==> src/rtl/eth_tx_pkg.sv <==
// eth_tx_pkg: shared types and constants for the GMII transmit path
package eth_tx_pkg;
    typedef enum logic [2:0] {S_IDLE, S_PREAMBLE, S_SFD, S_DATA, S_PAD, S_DRAIN, S_IFG} state_t;
    localparam logic [7:0] PREAMBLE_BYTE = 8'h55;
    localparam logic [7:0] SFD_BYTE      = 8'hD5;
    localparam int         EOF_BIT       = 8;
endpackage

==> src/rtl/gmii_tx_framer_if.sv <==
// gmii_tx_framer_if: FIFO read port plus GMII transmit bundle
interface gmii_tx_framer_if;
    import eth_tx_pkg::*;
    logic               rd_empty;
    logic [EOF_BIT:0]   rd_data;
    logic               rd_en;
    logic [7:0]         txd;
    logic               tx_en;
    logic               tx_er;
    logic               frame_done;
    logic               underrun;
    modport master (input rd_empty, rd_data, output rd_en, txd, tx_en, tx_er, frame_done, underrun);
    modport slave  (output rd_empty, rd_data, input rd_en, txd, tx_en, tx_er, frame_done, underrun);
endinterface

==> src/rtl/gmii_tx_framer.sv <==
// gmii_tx_framer: drains the TX FIFO into a GMII stream with preamble, SFD, padding, IFG and underrun abort
module gmii_tx_framer
    import eth_tx_pkg::*;
#(
    parameter int MIN_PAYLOAD = 60,
    parameter int IFG_LEN     = 12,
    parameter int PRE_LEN     = 7
) (
    input logic              i_rclk,
    input logic              i_arst,
    gmii_tx_framer_if.master io_bus
);
    state_t      r_state, w_next;
    logic [7:0]  r_cnt;
    logic [15:0] r_bytes, w_bytes_inc;
    logic        r_fv, r_last;
    logic [7:0]  r_txd, w_txd;
    logic        r_tx_en, r_tx_er, r_frame_done, r_underrun;
    logic        w_tx_en, w_tx_er, w_underrun, w_last;
    logic        w_rd_en, w_eof, w_short, w_pad_last, w_load_byte;

    assign w_eof       = r_fv && io_bus.rd_data[EOF_BIT];
    assign w_bytes_inc = (r_bytes == 16'hFFFF) ? r_bytes : r_bytes + 16'd1;
    assign w_short     = w_bytes_inc < 16'(MIN_PAYLOAD);
    assign w_pad_last  = w_bytes_inc >= 16'(MIN_PAYLOAD);
    assign w_load_byte = ((r_state == S_SFD || r_state == S_DATA) && r_fv) || r_state == S_PAD;
    // one pop in flight at most, and never beyond the byte carrying EOF
    assign w_rd_en = !io_bus.rd_empty && !w_eof &&
                     ((r_state == S_PREAMBLE && r_cnt == 8'd0) || r_state == S_SFD ||
                      r_state == S_DATA || r_state == S_DRAIN);

    always_ff @(posedge i_rclk or posedge i_arst)
        if (i_arst) r_state <= S_IDLE;
        else        r_state <= w_next;

    always_comb begin
        w_next = r_state;
        case (r_state)
            S_IDLE:        w_next = io_bus.rd_empty ? S_IDLE : S_PREAMBLE;
            S_PREAMBLE:    w_next = (r_cnt == 8'd0) ? S_SFD : S_PREAMBLE;
            S_SFD, S_DATA: w_next = !r_fv ? S_DRAIN : !w_eof ? S_DATA : w_short ? S_PAD : S_IFG;
            S_PAD:         w_next = w_pad_last ? S_IFG : S_PAD;
            S_DRAIN:       w_next = w_eof ? S_IFG : S_DRAIN;
            S_IFG:         w_next = (r_cnt == 8'd0) ? S_IDLE : S_IFG;
            default:       w_next = S_IDLE;
        endcase
    end

    // values computed here appear on the GMII pins one cycle later
    always_comb begin
        w_tx_en    = 1'b0;
        w_tx_er    = 1'b0;
        w_txd      = 8'h00;
        w_underrun = 1'b0;
        w_last     = 1'b0;
        case (r_state)
            S_IDLE: begin
                w_tx_en = !io_bus.rd_empty;
                w_txd   = io_bus.rd_empty ? 8'h00 : PREAMBLE_BYTE;
            end
            S_PREAMBLE: begin
                w_tx_en = 1'b1;
                w_txd   = (r_cnt == 8'd0) ? SFD_BYTE : PREAMBLE_BYTE;
            end
            S_SFD, S_DATA: begin
                w_tx_en    = 1'b1;
                w_txd      = r_fv ? io_bus.rd_data[7:0] : 8'h00;
                w_tx_er    = !r_fv;
                w_underrun = !r_fv;
                w_last     = w_eof && !w_short;
            end
            S_PAD: begin
                w_tx_en = 1'b1;
                w_last  = w_pad_last;
            end
            default: ;
        endcase
    end

    always_ff @(posedge i_rclk or posedge i_arst) begin
        if (i_arst) begin
            r_cnt        <= '0;
            r_bytes      <= '0;
            r_fv         <= 1'b0;
            r_last       <= 1'b0;
            r_txd        <= 8'h00;
            r_tx_en      <= 1'b0;
            r_tx_er      <= 1'b0;
            r_frame_done <= 1'b0;
            r_underrun   <= 1'b0;
        end else begin
            r_cnt        <= (r_state == S_IDLE) ? 8'(PRE_LEN - 1) :
                            (w_next == S_IFG && r_state != S_IFG) ? 8'(IFG_LEN - 1) :
                            (r_cnt != 8'd0) ? r_cnt - 8'd1 : r_cnt;
            r_bytes      <= (r_state == S_IDLE) ? '0 : w_load_byte ? w_bytes_inc : r_bytes;
            r_fv         <= w_rd_en;
            r_last       <= w_last;
            r_frame_done <= r_last;
            r_txd        <= w_txd;
            r_tx_en      <= w_tx_en;
            r_tx_er      <= w_tx_er;
            r_underrun   <= w_underrun;
        end
    end

    assign io_bus.rd_en      = w_rd_en;
    assign io_bus.txd        = r_txd;
    assign io_bus.tx_en      = r_tx_en;
    assign io_bus.tx_er      = r_tx_er;
    assign io_bus.frame_done = r_frame_done;
    assign io_bus.underrun   = r_underrun;
endmodule

==> src/flat_wrapper.sv <==
// flat-port wrapper written by rule: the top's interface ports become plain ports
module gmii_tx_framer_flat import eth_tx_pkg::*;
#(
    parameter int MIN_PAYLOAD = 60,
    parameter int IFG_LEN     = 12,
    parameter int PRE_LEN     = 7
)
  (i_rclk, i_arst, io_bus_rd_empty, io_bus_rd_data, io_bus_rd_en, io_bus_txd, io_bus_tx_en, io_bus_tx_er, io_bus_frame_done, io_bus_underrun);
  gmii_tx_framer_if io_bus_i ();
  input logic i_rclk;
  input logic i_arst;
  input wire logic [$bits(io_bus_i.rd_empty)-1:0] io_bus_rd_empty;
  input wire logic [$bits(io_bus_i.rd_data)-1:0] io_bus_rd_data;
  output wire logic [$bits(io_bus_i.rd_en)-1:0] io_bus_rd_en;
  output wire logic [$bits(io_bus_i.txd)-1:0] io_bus_txd;
  output wire logic [$bits(io_bus_i.tx_en)-1:0] io_bus_tx_en;
  output wire logic [$bits(io_bus_i.tx_er)-1:0] io_bus_tx_er;
  output wire logic [$bits(io_bus_i.frame_done)-1:0] io_bus_frame_done;
  output wire logic [$bits(io_bus_i.underrun)-1:0] io_bus_underrun;
  assign io_bus_i.rd_empty = io_bus_rd_empty;
  assign io_bus_i.rd_data = io_bus_rd_data;
  assign io_bus_rd_en = io_bus_i.rd_en;
  assign io_bus_txd = io_bus_i.txd;
  assign io_bus_tx_en = io_bus_i.tx_en;
  assign io_bus_tx_er = io_bus_i.tx_er;
  assign io_bus_frame_done = io_bus_i.frame_done;
  assign io_bus_underrun = io_bus_i.underrun;
  gmii_tx_framer #(.MIN_PAYLOAD(MIN_PAYLOAD), .IFG_LEN(IFG_LEN), .PRE_LEN(PRE_LEN)) u_core (.i_rclk(i_rclk), .i_arst(i_arst), .io_bus(io_bus_i));
endmodule
==> config.mk <==
export PLATFORM = sky130hd
export DESIGN_NAME = gmii_tx_framer_flat
export DESIGN_NICKNAME = d
export VERILOG_FILES = /design/src/rtl/eth_tx_pkg.sv /design/src/rtl/gmii_tx_framer_if.sv /design/src/rtl/gmii_tx_framer.sv /design/src/flat_wrapper.sv
export SDC_FILE = /design/constraint.sdc
export NUM_CORES = 1
export LEC_CHECK = 0
export CAP_MARGIN = 5
export CELL_PAD_IN_SITES_DETAIL_PLACEMENT = 0
export CELL_PAD_IN_SITES_GLOBAL_PLACEMENT = 2
export CORE_MARGIN = 5
export CORE_UTILIZATION = 25
export DETAILED_ROUTE_END_ITERATION = 8
export GPL_TIMING_DRIVEN = 1
export HOLD_SLACK_MARGIN = 0.12
export MAX_ROUTING_LAYER = met4
export PLACE_DENSITY_LB_ADDON = 0.1
export SKIP_CTS_REPAIR_TIMING = 1
export SLEW_MARGIN = 20
export SYNTH_ARGS = -nofsm -noshare
export SYNTH_HDL_FRONTEND = slang
export SYNTH_SLANG_ARGS = --single-unit
==> constraint.sdc <==
create_clock -name i_rclk -period 5.8 [get_ports i_rclk]
set_input_delay 1.16 -clock i_rclk [delete_from_list [all_inputs] [get_ports i_rclk]]
set_output_delay 1.16 -clock i_rclk [all_outputs]
set_load 0.05 [all_outputs]
Word-level counts from Yosys, hierarchy flattened
Cells that the tools add are included.

operators by class
  equal/unequal tests = 9
  muxes and demuxes = 22
  magnitude comparators = 2
  reduce and logical (&&, ||, !) cells = 23
  add/sub/neg operators = 2

operators by type and width
  operator                                               number
  two-way mux 16 bit                                     3
  two-way mux 8 bit                                      5
  one-hot mux 8 bit (3 select lines)                     1
  one-hot mux 3 bit (6 select lines)                     1
  adder 16 x 1 -> 16 bit (second input constant)         1
  == test 16 bit (second input constant)                 1
  >= comparator 16 x 6 -> 1 bit (second input constant)  1
  < comparator 16 x 6 -> 1 bit (second input constant)   1
  == test 3 bit (second input constant)                  4
  two-way mux 3 bit                                      3
  logical NOT 8 bit                                      1
  two-way mux 2 bit                                      4
  nonzero test 8 bit                                     1
  subtractor 8 x 1 -> 8 bit (second input constant)      1
  logical AND 1 bit                                      7
  two-way mux 7 bit                                      1
  == test 3 x 2 -> 1 bit (second input constant)         2
  logical OR 1 bit                                       5
  logical NOT 1 bit                                      4
  one-hot mux 1 bit (2 select lines)                     2
  OR reduction 4 bit                                     1
  == test 3 x 1 -> 1 bit (second input constant)         1
  logical NOT 3 bit                                      1
  != test 3 bit (second input constant)                  1
  4 further kinds                                        5

word-level totals
  logic and storage cells = 67
  register bits after elaboration = 40

Longest topological paths before layout
  depth in word-level cells = 11
  gate-level depth with buffers = 9

Worst setup path after synthesis
No wires, ideal clock.

  path type = register to output
  from = register u_core.r_cnt[0]
  to = output port io_bus_rd_en
  slack = 1.672 ns
  required time = 4.640 ns
  arrival time = 2.968 ns
  stages on the path, launching flop included = 8
  cell sequence = dfrtp_1 > inv_1 > ha_1 > or4b_2 > nor2b_1 > clkbuf_1 > o21ai_0 > a211oi_1

between the ends
  cells in the longest elaborated chain, start to end = 6

RTL lines
  item                           line                  source
  start: declaration             gmii_tx_framer.sv:14  logic [7:0] r_cnt;
  start signal: assignment       gmii_tx_framer.sv:92  r_cnt <= (r_state == S_IDLE) ? 8'(PRE_LEN - 1) :
  logical NOT 8 bit              gmii_tx_framer.sv:29  ((r_state == S_PREAMBLE && r_cnt == 8'd0) || r_state == S_SFD ||
  logical AND 1 bit              gmii_tx_framer.sv:29
  logical OR 1 bit (2 in a row)  gmii_tx_framer.sv:29
  logical OR 1 bit               gmii_tx_framer.sv:30  r_state == S_DATA || r_state == S_DRAIN);
  logical AND 1 bit              gmii_tx_framer.sv:28  assign w_rd_en = !io_bus.rd_empty && !w_eof &&
  end: declaration               flat_wrapper.sv:14    output wire logic [$bits(io_bus_i.rd_en)-1:0] io_bus_rd_en;

Every way passes these cells.

Worst setup path in the final report
Ends and elaborated chain as after synthesis.

==> metrics.csv <==
metric,value,unit
status,finished clean,
clk_skew,0.005906,ns
largest family of logic cells by synthesized area,simple AND/OR/NAND/NOR gates,
Unique masters post-synth,55,
Post-Synth XOR/XNOR Area,0.02549,
clock power share,0.194,
metal3 WL,289,µm
Critical Path RT,4.64,ns
crit path launch type,flop,
largest net degree at the start of global routing,41,
FILL cells,1015,
fin. max-slew vios,0,
critical path's largest stage delay,0.87,ns
Crit path buffers/inverters,2,
metal2 WL,3.151,mm
vias in the first global route,2021,
top_reg_cell synth,dfrtp_1,
synthesis-stage register bit count,40,
final core utilization,0.3021,
uppermost layer routed,met4,
mux cell area share after synthesis,0.008325,
Layout area overhead,17.17,%
Fin. Hold Viols,0,
Worst-path clk slew,0.08,ns
clock root buffer,clkbuf_8,
Mapped Area,2405,µm²
Hold WC Path Type,flop to flop,
worst hold slack,0.3565,ns
Compound-Gate Fraction of Synth Area,0.2149,
core area,9328,µm²
Die Y,108.1,µm
CTS tree,done,
Max-slew headroom,0.3781,
cts bufs inserted,5,
Syn Inst Count,277,
Hold Startpoint,u_core.r_last,
fin nets,306,
CP max FO,7,
first-pass GRT wire length,10.92,mm
Sw Ratio,0.4205,
leakage,1.127,nW
share of flip-flops with an asynchronous set or reset,1.000,
kind of critical path,flop to primary output,
share of layout cells above drive strength 1,0.07167,
H-tree levels,2,
RSZ-0062 raised after global routing,no,
Post-Synth Simple-Gate Area,0.2815,
Multi-input gate area,1300,µm²
Worst R2R Start,u_core.r_bytes[4],
TritonRoute pass-1 iters,4,
IO Pins,25,
r2r setup slk,3.30,ns
post-synth net total,291,
total negative setup slack,0,ns
post-synthesis adder-cell area fraction,0.01041,
synth top area cells,"dfrtp_1 42%, a21oi_1 6.0%, nor2_1 4.8%",
Fmax,0.2138,GHz
met1 wire length,3.307,mm
I/O Buffers,24,
leading area contributor after synthesis,dfrtp_1,
Max-Cap Viols,0,
RePlAce Congestion,0.6995,
Final ANT Viol Nets,0,
Slowest cell on crit path,clkdlybuf4s50_1,
final setup fails,0,
Congestion Overflow GR,0,
worst vdd ir,0.1915,mV
Worst R2R End,u_core.r_cnt[1],
fraction of the cycle the final worst path needs,0.8065,
vias post-DR,2107,
DRC viols,0,
WP data arrival,3.52,ns
slew at the pin with the worst max-slew slack,0.9329,ns
CP cell instances,inv_1 > ha_1 > or4b_2 > nor2b_1 > o21ai_0 > a211oi_1 > clkdlybuf4s50_1,
PwrDens,347.9,nW/µm²
"Seq/Total Area, Yosys",0.4162,
endpoint class of the critical path,primary output,
Synth top area share,0.4162,
CP top delay family,simple AND/OR/NAND/NOR gates,
Antenna diodes,0,
Syn Area/Cell,8.682,µm²
worst setup margin,1.122,ns
Yosys Warn Count,0,
Skew-Pair Late Insertion Delay,0.30,ns
Core Rows,35,
Tmin final,4.678,ns
die width,108.1,µm
Clock Path Buffers,2,
initial antenna violation count,0,
part of the power in combinational logic,0.395,
final WL,6.790,mm
vias per inst,4.993,
Seq. cell area,1001,µm²
Iter 0 DRT Violations,85,
Total Routing Usage GR,0.1225,
Hold Path Sink,u_core.io_bus.frame_done,
"worst slack, placed",1.427,ns
initial core utilization,0.2578,
Post-synth EDFFs,0,
Post-DP HPWL,4.761,mm
WL/cell,16.09,µm
die area,11680,µm²
Switch Pwr,412.3,µW
register share of total power,0.411,
Int Power,568.1,µW
hold path cells,0,
reg2reg path depth,6,
clk sink count,40,
kinds of logic (layout without fill, tap and decap cells):
group           Yosys count  count (layout)
compound gates           84              84
xor+xnor                  7               7
fa+ha+maj                 2               2
buf+inv                  23              39
flops                    40              40
mux                       2               2
simple gates            119             119
layout by cell type, fill, tap and decap left out, types with 5 or more instances in the layout:
cell type,Yosys,final
or3_1,5,5
xor2_1,6,6
dfrtp_1,40,40
and2_1,5,5
o21ai_0,21,21
nand4_1,6,6
nor2b_1,5,5
clkdlybuf4s50_1,0,24
nand2_1,21,21
clkbuf_8,0,5
nor3_1,11,11
inv_1,6,5
nand3_1,9,9
a21oi_1,29,29
nor2_1,31,31
state kept, by name, summed over array words and instances, names as in the netlist:
signal and flops:
u_core.r_state 3, u_core.r_fv 1, u_core.r_cnt 8, u_core.io_bus.frame_done 1
u_core.r_last 1, u_core.io_bus.txd 8, u_core.r_bytes 16, u_core.io_bus.tx_er 1
u_core.io_bus.tx_en 1
power groups by stage:
stage,combinational (mW),sequential [mW],clock (mW)
after floorplan,0.232,0.443,0
after global placement,0.397,0.408,0
after detailed placement,0.391,0.409,0
after CTS,0.394,0.403,0.202
after global routing,0.423,0.417,0.211
final,0.387,0.403,0.190
metrics by stage:
stage                     power, mW  instances  cell area (µm²)
final                        0.9804        422             2818
after global routing          1.051        422             2818
after CTS                    0.9989        422             2818
after detailed placement     0.8000        414             2733
after global placement       0.8054        414             2733
after floorplan              0.6754        277             2405
layout make-up:
type,instances,share of cell area
inverters,6,0.007993
flip-flops and latches,40,0.3552
clock buffers,7,0.02709
clock inverters,1,0.003108
well taps,129,0.05728
repair buffers,25,0.08792
multi-input cells,214,0.4614
Yosys cell counts, types with 5 or more instances:
cell type and n:
a21oi_1 29, and2_1 5, buf_2 7, clkbuf_1 7, dfrtp_1 40, inv_1 6, nand2_1 21, nand3_1 9
nand4_1 6, nor2_1 31, nor2b_1 5, nor3_1 11, o21ai_0 21, or3_1 5, xor2_1 6
worst max path at each step:
stage / startpoint / end / slack, ns / cells past startpoint
floorplan: u_core.r_cnt[0] / io_bus_rd_en / 1.67 / 7
global placement: u_core.r_cnt[0] / io_bus_rd_en / 1.52 / 7
detailed placement: u_core.r_cnt[0] / io_bus_rd_en / 1.43 / 7
CTS: u_core.r_cnt[0] / io_bus_rd_en / 1.09 / 7
global route: u_core.r_cnt[0] / io_bus_rd_en / 0.89 / 7
finish: u_core.r_cnt[0] / io_bus_rd_en / 1.12 / 7
layer usage:
metal / global-route usage / vias up
met3: 0.02507 / 4
met5: - / -
met2: 0.1918 / 48
met4: 0.02705 / 0
met1: 0.1642 / 1018
li1: - / 1037
No activity file was read; power rests on OpenSTA's default activity.
